<file path="src/rtl/fir_window_feeder.sv">
// fir_window_feeder: producer side of the tap-window MAC interface.
// Keeps the newest TAPS samples in a delay line plus a TAPS-entry coefficient
// memory, launches one MAC operation per accepted sample and hands each MAC
// result to a consumer over a valid/ready handshake.
// Optional build macro: FIR_FEEDER_TIMEOUT_EN adds a WAIT-state watchdog that
// substitutes a zero result and raises a sticky timeout_err_o if the MAC never answers.
module fir_window_feeder #(
    parameter int TAPS    = 8,
    parameter int DW      = 16,
    parameter int RW      = 32,
    parameter int TIMEOUT = 64
) (
    input  logic                    clk,
    input  logic                    reset,
    input  logic                    s_valid_i,
    output logic                    s_ready_o,
    input  logic [DW-1:0]           s_data_i,
    input  logic                    coef_we_i,
    input  logic [$clog2(TAPS)-1:0] coef_addr_i,
    input  logic [DW-1:0]           coef_data_i,
    output logic                    coef_err_o,
    output logic [TAPS*DW-1:0]      d_out_o,
    output logic [TAPS*DW-1:0]      cmem_out_o,
    output logic                    mac_start_o,
    input  logic                    mac_done_i,
    input  logic [RW-1:0]           mac_result_i,
    output logic                    r_valid_o,
    input  logic                    r_ready_i,
    output logic [RW-1:0]           r_data_o,
    output logic                    timeout_err_o
);

    typedef enum logic [1:0] {
        ST_IDLE   = 2'd0,
        ST_LAUNCH = 2'd1,
        ST_WAIT   = 2'd2,
        ST_HOLD   = 2'd3
    } state_t;

    state_t          state_q;
    logic            s_ready_q;
    logic            coef_err_q;
    logic            mac_start_q;
    logic            r_valid_q;
    logic [RW-1:0]   r_data_q;
    logic [DW-1:0]   win_q  [TAPS];
    logic [DW-1:0]   cmem_q [TAPS];
    logic            accept_s;
    logic            timeout_s;

    // A sample is taken only while idle and advertising readiness.
    assign accept_s = (state_q == ST_IDLE) && s_ready_q && s_valid_i;

`ifdef FIR_FEEDER_TIMEOUT_EN
    localparam int CW = $clog2(TIMEOUT + 1);

    logic [CW-1:0] tcnt_q;
    logic          timeout_err_q;

    // Fires on the last permitted WAIT cycle; a coincident mac_done still wins.
    assign timeout_s = (state_q == ST_WAIT) && !mac_done_i && (tcnt_q == CW'(TIMEOUT - 1));

    // Watchdog: counts cycles spent in WAIT and latches the sticky error flag.
    always_ff @(posedge clk or posedge reset) begin
        if (reset) begin
            tcnt_q        <= '0;
            timeout_err_q <= 1'b0;
        end else begin
            if (state_q == ST_WAIT) begin
                tcnt_q <= tcnt_q + CW'(1);
            end else begin
                tcnt_q <= '0;
            end
            if (timeout_s) begin
                timeout_err_q <= 1'b1;
            end
        end
    end

    assign timeout_err_o = timeout_err_q;
`else
    assign timeout_s     = 1'b0;
    assign timeout_err_o = 1'b0;
`endif

    // Control FSM with registered handshake outputs, delay line and coefficient memory.
    always_ff @(posedge clk or posedge reset) begin
        if (reset) begin
            state_q     <= ST_IDLE;
            s_ready_q   <= 1'b0;
            coef_err_q  <= 1'b0;
            mac_start_q <= 1'b0;
            r_valid_q   <= 1'b0;
            r_data_q    <= '0;
            for (int i = 0; i < TAPS; i++) begin
                win_q[i]  <= '0;
                cmem_q[i] <= '0;
            end
        end else begin
            mac_start_q <= 1'b0;
            // Writes outside IDLE would corrupt an in-flight window: drop and flag them.
            coef_err_q  <= coef_we_i && (state_q != ST_IDLE);
            if (coef_we_i && (state_q == ST_IDLE)) begin
                cmem_q[coef_addr_i] <= coef_data_i;
            end
            case (state_q)
                ST_IDLE: begin
                    s_ready_q <= 1'b1;
                    if (accept_s) begin
                        for (int i = TAPS - 1; i > 0; i--) begin
                            win_q[i] <= win_q[i-1];
                        end
                        win_q[0]    <= s_data_i;
                        s_ready_q   <= 1'b0;
                        mac_start_q <= 1'b1;
                        state_q     <= ST_LAUNCH;
                    end
                end
                ST_LAUNCH: begin
                    state_q <= ST_WAIT;
                end
                ST_WAIT: begin
                    if (mac_done_i) begin
                        r_data_q  <= mac_result_i;
                        r_valid_q <= 1'b1;
                        state_q   <= ST_HOLD;
                    end else if (timeout_s) begin
                        r_data_q  <= '0;
                        r_valid_q <= 1'b1;
                        state_q   <= ST_HOLD;
                    end
                end
                ST_HOLD: begin
                    if (r_ready_i) begin
                        r_valid_q <= 1'b0;
                        s_ready_q <= 1'b1;
                        state_q   <= ST_IDLE;
                    end
                end
                default: begin
                    state_q   <= ST_IDLE;
                    s_ready_q <= 1'b0;
                    r_valid_q <= 1'b0;
                end
            endcase
        end
    end

    // Flatten the window and coefficient memory; element 0 sits in the low bits.
    for (genvar g = 0; g < TAPS; g++) begin : g_pack
        assign d_out_o[g*DW +: DW]    = win_q[g];
        assign cmem_out_o[g*DW +: DW] = cmem_q[g];
    end

    assign s_ready_o   = s_ready_q;
    assign coef_err_o  = coef_err_q;
    assign mac_start_o = mac_start_q;
    assign r_valid_o   = r_valid_q;
    assign r_data_o    = r_data_q;

endmodule

</file>
<file path="config.mk">
export PLATFORM = sky130hd
export DESIGN_NAME = fir_window_feeder
export DESIGN_NICKNAME = d
export VERILOG_FILES = /design/src/rtl/fir_window_feeder.sv
export SDC_FILE = /design/constraint.sdc
export NUM_CORES = 1
export LEC_CHECK = 0
export ABC_AREA = 0
export CAP_MARGIN = 30
export CORE_UTILIZATION = 40
export CTS_CLUSTER_DIAMETER = 60
export CTS_CLUSTER_SIZE = 14
export DETAILED_ROUTE_END_ITERATION = 16
export GPL_TIMING_DRIVEN = 1
export HOLD_SLACK_MARGIN = 0.08
export PLACE_DENSITY = 0.71
export SLEW_MARGIN = 5
export SYNTH_ARGS = -nofsm -noshare
export SYNTH_HDL_FRONTEND = slang
export SYNTH_SLANG_ARGS = --single-unit
export TNS_END_PERCENT = 10
</file>
<file path="constraint.sdc">
create_clock -name clk -period 11.7 [get_ports clk]
set_input_delay 2.34 -clock clk [delete_from_list [all_inputs] [get_ports clk]]
set_output_delay 2.34 -clock clk [all_outputs]
set_load 0.005 [all_outputs]
</file>
### Word-level counts from Yosys, hierarchy flattened

Cells that the tools add are included.

| storage, ports and cells | value |
|---|---|
| register bits after elaboration | 294 |
| bits in latches | 0 |
| bits in writable memories | 0 |
| memory bits (read-only) | 0 |
| bits of input ports | 73 |
| output and inout port bits | 293 |
| word-level logic and storage cells | 60 |
| memories kept | 0 |

| operators by class | value |
|---|---|
| add/sub/neg operators | 0 |
| $mul | 0 |
| div/mod/pow operators | 0 |
| order comparisons | 2 |
| equality and inequality tests | 6 |
| shift operators | 0 |
| multiplexer cells | 15 |
| bitwise operators | 1 |
| reductions and logical operators | 14 |

Operators with widths:

| operator | count |
|---|---|
| $bwmux 128 | 1 |
| $demux 16 s3 | 1 |
| $mux 16 | 1 |
| $pmux 2 s4 | 1 |
| $mux 1 | 6 |
| $mux 2 | 3 |
| $ne 2x2->1 const B | 3 |
| $reduce_and 2->1 | 3 |
| $reduce_and 3->1 | 2 |
| $reduce_bool 2->1 | 3 |
| $logic_and 1x1->1 | 5 |
| $eq 2x2->1 const B | 2 |
| $ge 4x4->1 const B | 1 |
| $lt 4x1->1 const B | 1 |
| $not 3->4 | 1 |
| $pmux 1 s2 | 2 |
| $eq 2x1->1 const B | 1 |
| $logic_not 2->1 | 1 |

### Longest topological paths before layout

| logic depth | value |
|---|---|
| depth after elaboration | 6 |
| gate-level depth with buffers | 7 |

### Worst setup path before layout

No wires, ideal clock.

| timing path | value |
|---|---|
| path kind | input-to-reg |
| start | in coef_addr_i[0] |
| end | reg cmem_q (netlist bit cmem_out_o[100]) |
| data arrival time | 3.435 ns |
| data required time | 11.575 ns |
| slack | 8.140 ns |
| stages on the path | 4 |
| buffers on the path | 1 |
| cell sequence | nand3b_1 nor2_2 buf_2 mux2_2 |

| between the ends | value |
|---|---|
| cells in the longest elaborated chain, start to end | 6 |
| elaborated cells on any way between the ends | 7 |
| those cells by class | order compare: 2; mux: 3; bitwise: 1; reduce/logical: 1 |

Ends and longest elaborated chain:

| item | line | source |
|---|---|---|
| start, declared | 19 | `input logic [$clog2(TAPS)-1:0] coef_addr_i,` |
| $not 3->4 (implied by the code) * | 104 | `cmem_q[coef_addr_i] <= coef_data_i;` |
| $ge 4x4->1 (implied by the code) or $lt 4x1->1 (tied branches) | 104 |  |
| $logic_and 1x1->1 (implied by the code) | 104 |  |
| $mux 16 (implied by the code) | 104 |  |
| $demux 16 s3 * | 104 |  |
| $bwmux 128 * | 104 |  |
| end signal, assigned by index | 104 |  |
| end, declared | 47 | `logic [DW-1:0] cmem_q [TAPS];` |

Mark *: on every way between the ends. The rest lies on a longest branch, timed or not.
A chain may end at the register's enable or synchronous reset.

### Worst setup path in the final report

| timing path | value |
|---|---|
| start | in s_valid_i |
| end | reg win_q (netlist bit d_out_o[108]) |

| between the ends | value |
|---|---|
| cells in the longest elaborated chain, start to end | 2 |

Ends and longest elaborated chain:

| item | line | source |
|---|---|---|
| start, declared | 15 | `input logic s_valid_i,` |
| $logic_and 1x1->1 | 52 | `assign accept_s = (state_q == ST_IDLE) && s_ready_q && s_valid_i;` |
| $reduce_and 2->1 (no source line) | -- |  |
| end signal, assigned by index | 111 | `win_q[i] <= win_q[i-1];` |
| end, declared | 46 | `logic [DW-1:0] win_q [TAPS];` |

No other way between the ends.

==> results.md <==
- The core area is roughly 27,000 um^2.
- CTS saw a little under 300 sinks.
- The slowest cell on the critical path is sky130_fd_sc_hd__and3_4.
- Data on the critical path arrives at its endpoint at between 4 and 5 ns.
- In this run the worst path has a maximum fanout of 66.
- The post-synth design cell area is between 10,000 and 15,000 um^2.
- Setup violations remaining at the end of the flow were counted as 0.
- After global routing the overflow that remains totals 0.
- The clock arrives with about 0.021 ns of skew.
- The switching part of the total power is 0.273.
- The count of buffering cells on the critical path with inverters included is 3.
- The number of enable-type register cells in the synthesized netlist is 0.
- The die area is 28,200 um^2.
- The max-cap check violation count is 0.
- STA classifies the critical path endpoint as a register.
- The worst path meets setup with 7.53 ns of slack.
- Adding up every negative setup slack in the final design gives 0 ns.
- Of all cell types, the one taking the most synthesized area is sky130_fd_sc_hd__dfrtp_1.
- The kind of path behind the tightest hold check is reg -> reg.
- The die is 168 um tall.
- CTS placed an instance of sky130_fd_sc_hd__clkbuf_16 at the clock tree root.
- The initial standard-cell utilization of the core is 0.408.
- The run finished with clean final reports.
- Among all flip-flop cells after synthesis, the most frequent one is sky130_fd_sc_hd__dfrtp_1.
- Dividing the detail-routed via count by the number of cells gives 4.96.
- The share of total power in sequential cells is 0.406.
- The first detailed-routing pass took 4 iterations.
- The worst slack at placement is 6.98 ns.
- The period utilization is 0.356.
- Compared with the post-synthesis result, the final layout area differs by 45.6%.
- The net count of the finished layout is roughly 1.1k.
- The number of nets handed over by synthesis was 726.
- The count of hold buffers inserted by post-cts repair is 0.
- The cell type group with the largest total delay on the critical path is buffers and inverters.
- Routability-driven placement finished with a final weighted congestion of 0.774.
- After detailed routing, the average wire length per cell comes to roughly 20 um.
- In the routed design, unresolved DRC markers number 0.
- The floorplan step set the die width to 168 um.
- The final hold violation count is 0.
- Setup repair after global routing left no endpoint under its margin.
- The internal portion of the total power is 3.18 mW.
- The share of synthesized area in the top cell type comes to 0.667.
- The total CTS buffers is 28.
- The worst IR drop on VDD is 0.135 mV.
- For this design the static power due to leakage is 7.09 nW.
- The maximum clock frequency is 240 MHz.
- Counting flops and latches in the post-synthesis netlist gives 294.
- After synthesis, the most frequently instantiated cells are sky130_fd_sc_hd__dfrtp_1 (294), sky130_fd_sc_hd__mux2_2 (289), sky130_fd_sc_hd__buf_2 (20), sky130_fd_sc_hd__nor2_2 (6), sky130_fd_sc_hd__inv_1 (5).
- The depth of the CTS H-tree is 1.
- The post-synthesis cell count is 649.
- After clock tree synthesis, the clock-pin slew on the worst setup and hold paths is about 0.06 ns.
- The routed design has 27,700 um of wire.
- The row count is 60.
- The count of yosys warnings during synthesis is 0.
- The async set or reset register ratio after synthesis is 1.00.
- The kind of critical path is in -> reg.
- The most frequently used cell type in the post-synthesis netlist is sky130_fd_sc_hd__dfrtp_1.
- The I/O pin count is about 370.
- The smallest clock period supported by the final layout is computed as 4.17 ns.
- The stage delay of the slowest cell on the critical path is a little under 0.6 ns.
- The final max-slew violation count is 0.
- For the worst setup path, the data required time is 12.12 ns.
- The total routing usage reported by global routing is 0.199.
- The number of buffers inserted to repair setup after CTS is 0.
- The finished layout holds 1,383 standard cells, fillers aside.
- The number of antenna violations at the first check in global routing is 5.
- In this run the remaining antenna-violating nets after routing total 0.
- TritonCTS built the clock tree.
- The count of buffers added on input and output ports is between 300 and 400.
- The via count of the first global-routing pass is 7,155.
- In this run, distinct cell masters in the synthesized netlist total 25.
- The first-pass GRT wire length is 43,500 um.
- The cell count after placement is between 1k and 1.5k.
- At the pin with the least slew margin, the transition time is roughly 0.85 ns.
- The net switching component of the power is about 1.2 mW.
- The clock passes through at most 3 buffers.
- The clock latency of the later-clocked register in the worst-skew pair is 0.54 ns.
- The final total power is 4.38 mW.
- The combinational share of power is 0.394.
- The power per cell area is 273 nW/um^2.
- The number of instances resized during post-cts repair is 0.
- Entering global routing, the biggest net connects 93 pins.
- The final cell utilization of the core is 0.594.
- The detailed placement HPWL is 19,900 um.
- The worst pin sits at a relative slew slack of 0.432.
- The worst setup path is launched from an input pin.
- The critical path goes through clkdlybuf4s50_1 -> and3_4 -> buf_4 -> buf_16 -> mux2_2.
- In the post-synthesis netlist, the biggest area contributors are sky130_fd_sc_hd__dfrtp_1 (67%), sky130_fd_sc_hd__mux2_2 (30%), sky130_fd_sc_hd__buf_2 (0.91%).
- The detailed router finished its first iteration with 267 violations.
- Of the total power, the clock network draws 0.200.
- The fraction of final layout cells sized beyond drive strength 1 is 0.339.
- After synthesis, the mean cell area works out to between 15 and 20 um^2.
- For this run, the register share of the synthesized area comes to 0.667.
- The final route contains 6,856 vias.
==> routing by layer <==
| layer | part of all wire | global-route usage |
|---|---|---|
| met1 | 0.40 | 0.240 |
| met2 | 0.48 | 0.331 |
| met3 | 0.090 | 0.0722 |
| met4 | 0.029 | 0.0650 |
| met5 | 0.00083 | 0 |
==> registers in the layout, indices dropped and copies added (netlist names) <==
register     cells
d_out_o        128
mac_start_o      1
r_data_o        32
r_valid_o        1
coef_err_o       1
cmem_out_o     128
state_q          2
s_ready_o        1
==> final timing paths <==
check                                         startpoint                        to  slack (ns)  cells past startpoint
worst max-delay path                           s_valid_i  d_out_o[108]$_DFFE_PP0P_        7.53                      5
worst min register to register  r_data_o[10]$_DFFE_PP0P_  r_data_o[10]$_DFFE_PP0P_        0.50                      1
max in group asynchronous                          reset   d_out_o[36]$_DFFE_PP0P_        8.03                      5
min in group asynchronous                          reset   d_out_o[26]$_DFFE_PP0P_        2.21                      2
worst max register to register    state_q[0]$_DFFE_PP0P_  d_out_o[108]$_DFFE_PP0P_        9.00                      6
worst min-delay path            r_data_o[10]$_DFFE_PP0P_  r_data_o[10]$_DFFE_PP0P_        0.50                      1
==> cell families after synthesis <==
family,synth area share
AOI/OAI and AO/OA,0.00329
adders and majority gates,0.00454
buffers and inverters,0.0176
DFF,0.667
muxes,0.296
other,0.000340
and+or+nand+nor,0.0108
==> area by class of cell <==
class                      instances  area (um^2)
multi-input combinational        321         3480
clock inverter                    11          126
clock buffer                      30          739
fill                            2114        11000
tap                              341          427
sequential                       294         7360
antenna                            3         7.51
timing repair buffer             378         3890
inverter                           5         26.3
==> cells in the final DEF, fill, tap and decap left out, types with 2 or more instances in the layout <==
cell type / instances
sky130_fd_sc_hd__clkdlybuf4s50_1: 364
sky130_fd_sc_hd__clkbuf_16: 29
sky130_fd_sc_hd__o21ai_0: 2
sky130_fd_sc_hd__clkinv_2: 4
sky130_fd_sc_hd__dfrtp_1: 294
sky130_fd_sc_hd__inv_8: 2
sky130_fd_sc_hd__ha_1: 4
sky130_fd_sc_hd__or3_1: 2
sky130_fd_sc_hd__buf_4: 4
sky130_fd_sc_hd__mux2_2: 289
sky130_fd_sc_hd__clkinv_4: 3
sky130_fd_sc_hd__buf_8: 5
sky130_fd_sc_hd__nand2_1: 4
sky130_fd_sc_hd__bufinv_16: 2
sky130_fd_sc_hd__nor2_1: 2
sky130_fd_sc_hd__inv_1: 4
sky130_fd_sc_hd__nor2_2: 6
sky130_fd_sc_hd__nand2b_1: 3
sky130_fd_sc_hd__diode_2: 3
sky130_fd_sc_hd__buf_16: 5
==> power groups by stage <==
stage | Clock, mW | Combinational, mW | Sequential, mW
3_5_place_dp | 0 | 1.74 | 1.80
6_report | 0.876 | 1.72 | 1.78
4_1_cts | 0.905 | 1.75 | 1.79
5_1_grt | 0.943 | 1.84 | 1.85
3_3_place_gp | 0 | 1.72 | 1.78
2_1_floorplan | 0 | 0.571 | 1.79
==> worst reg2reg max path, stage by stage, from the launching register on <==
cell and delay (ns):
sky130_fd_sc_hd__dfrtp_1 0.38, sky130_fd_sc_hd__inv_1 0.12, sky130_fd_sc_hd__ha_1 0.27, sky130_fd_sc_hd__and3_4 0.61
sky130_fd_sc_hd__buf_4 0.43, sky130_fd_sc_hd__buf_16 0.33, sky130_fd_sc_hd__mux2_2 0.43
==> through the flow <==
stage                     hold WS (ns)  cell area (um^2)
after floorplan                  0.504             11000
after global placement           0.485             15000
after detailed placement         0.492             15100
after CTS                        0.507             16000
after global routing             0.515             16000
final                            0.503             16000
No activity file was read; power rests on OpenSTA's default activity.
==> patch, RTL diff (same flow settings) <==
Set the parameter `DW` to 32 (it was 16).
--- a/src/rtl/fir_window_feeder.sv
+++ b/src/rtl/fir_window_feeder.sv
@@ -7,5 +7,5 @@
 module fir_window_feeder #(
     parameter int TAPS    = 8,
-    parameter int DW      = 16,
+    parameter int DW      = 32,
     parameter int RW      = 32,
     parameter int TIMEOUT = 64
Interface: changed (resized cmem_out_o, coef_data_i, d_out_o and s_data_i); port bits go from 366 to 654. The function was not compared with the original's and may differ.
==> patch against the unedited design <==
- worst setup slack got worse by 0.74 ns
- sequential cell count rose by 256
- area after synthesis rose by 88%
- critical path depth did not move
- routed wire length rose by 110%
- power rose by 87%
- maximum frequency fell by 15%
- design area rose by 83%
- critical path type unchanged
- highest routed layer unchanged
==> patch: results (changes against the unedited design) <==
status=finished clean; initial DRC count=561 (+110%); Hold EP=r_data_o[5]; H-tree Lvls=2 (+1); Worst-Skew Late Latency=0.58 ns (+0.04 ns); CP max stage delay=0.67 ns (+0.09 ns); vias per inst=4.95 (about the same); Final Skew=0.0255 ns (+0.00473 ns); CTS buffer count=47 (+68%); largest net degree at the start of global routing=162 (+74%); Critical Path AT=5.37 ns (+0.78 ns); Lkg Pwr=13.1 nW (+85%); WL per Instance=23.0 µm (+15%); placed insts=2481 (+86%); syn_nets=1300 (+79%); Area contributors post-synth=dfrtp_1 66%, mux2_2 26%, mux2_4 4.3%; first-pass GRT wire length=87.4 mm (+100%); DP Worst Slack=6.26 ns (-0.714 ns); GRT Total Usage=0.220 (+0.0205); Max VDD drop=0.000159 V (+18%); number of port buffers=652 (+79%); # fillers=4149 (+96%); post-synthesis sequential area ratio=0.664 (-0.00378); Worst Setup Slack, final=6.79 ns (-0.740 ns); HP Start=r_data_o[5]; CP Max Fanout=161 (+140%); GPL Wtd Cong=0.820 (+6.0%); slew margin rel.=0.336 (-0.0963); HPWL Detailed=41.9 mm (+110%)
[patch: metal layers]
layer / GRT usage / vias to the layer above / share of wire
met2: 0.371 / 435 / 0.49
met3: 0.0960 / 68 / 0.10
li1: - / 5497 / -
met4: 0.0536 / 2 / 0.018
met1: 0.256 / 6608 / 0.38
met5: 0 / - / 0.00014
[patch: final cells by class]
type | count | area (µm²) | area share
flip-flops and latches | 550 | 13800 | 0.468
multi-input cells | 577 | 6620 | 0.225
repair buffers | 671 | 6750 | 0.230
diodes | 1 | 2.50 | 0.0000852
inverters | 5 | 22.5 | 0.000767
clock inverters | 8 | 140 | 0.00477
well taps | 680 | 851 | 0.0290
clock buffers | 54 | 1230 | 0.0420
[patch: cells by family (layout without fill, tap and decap cells)]
group | count (synthesis) | after routing | synth area share
other cells | 1 | 2 | 0.000181
flops | 550 | 550 | 0.664
mux | 546 | 546 | 0.307
buf+inv | 64 | 738 | 0.0198
fa+ha+maj | 4 | 4 | 0.00241
compound gates | 5 | 5 | 0.00175
simple gates | 21 | 21 | 0.00507
[patch: worst register-to-register path, stage by stage, from the launching register on]
cell and delay [ns]:
dfrtp_1 0.39, inv_1 0.13, ha_1 0.37, and3_4 0.64, buf_4 0.69, buf_12 0.55, mux2_2 0.74
[patch: metrics by stage]
step / cell area (µm²) / hold slack (ns)
5_1_grt: 29400 / 0.512
3_3_place_gp: 27900 / 0.489
4_1_cts: 29300 / 0.507
6_report: 29400 / 0.503
3_5_place_dp: 27900 / 0.493
2_1_floorplan: 20700 / 0.504
[patch: power breakdown]
part | total [mW] | internal [mW] | switching (mW)
combinational | 3.34 | 2.26 | 1.08
sequential | 3.35 | 2.78 | 0.571
clock | 1.48 | 0.811 | 0.671
total | 8.17 | 5.85 | 2.33
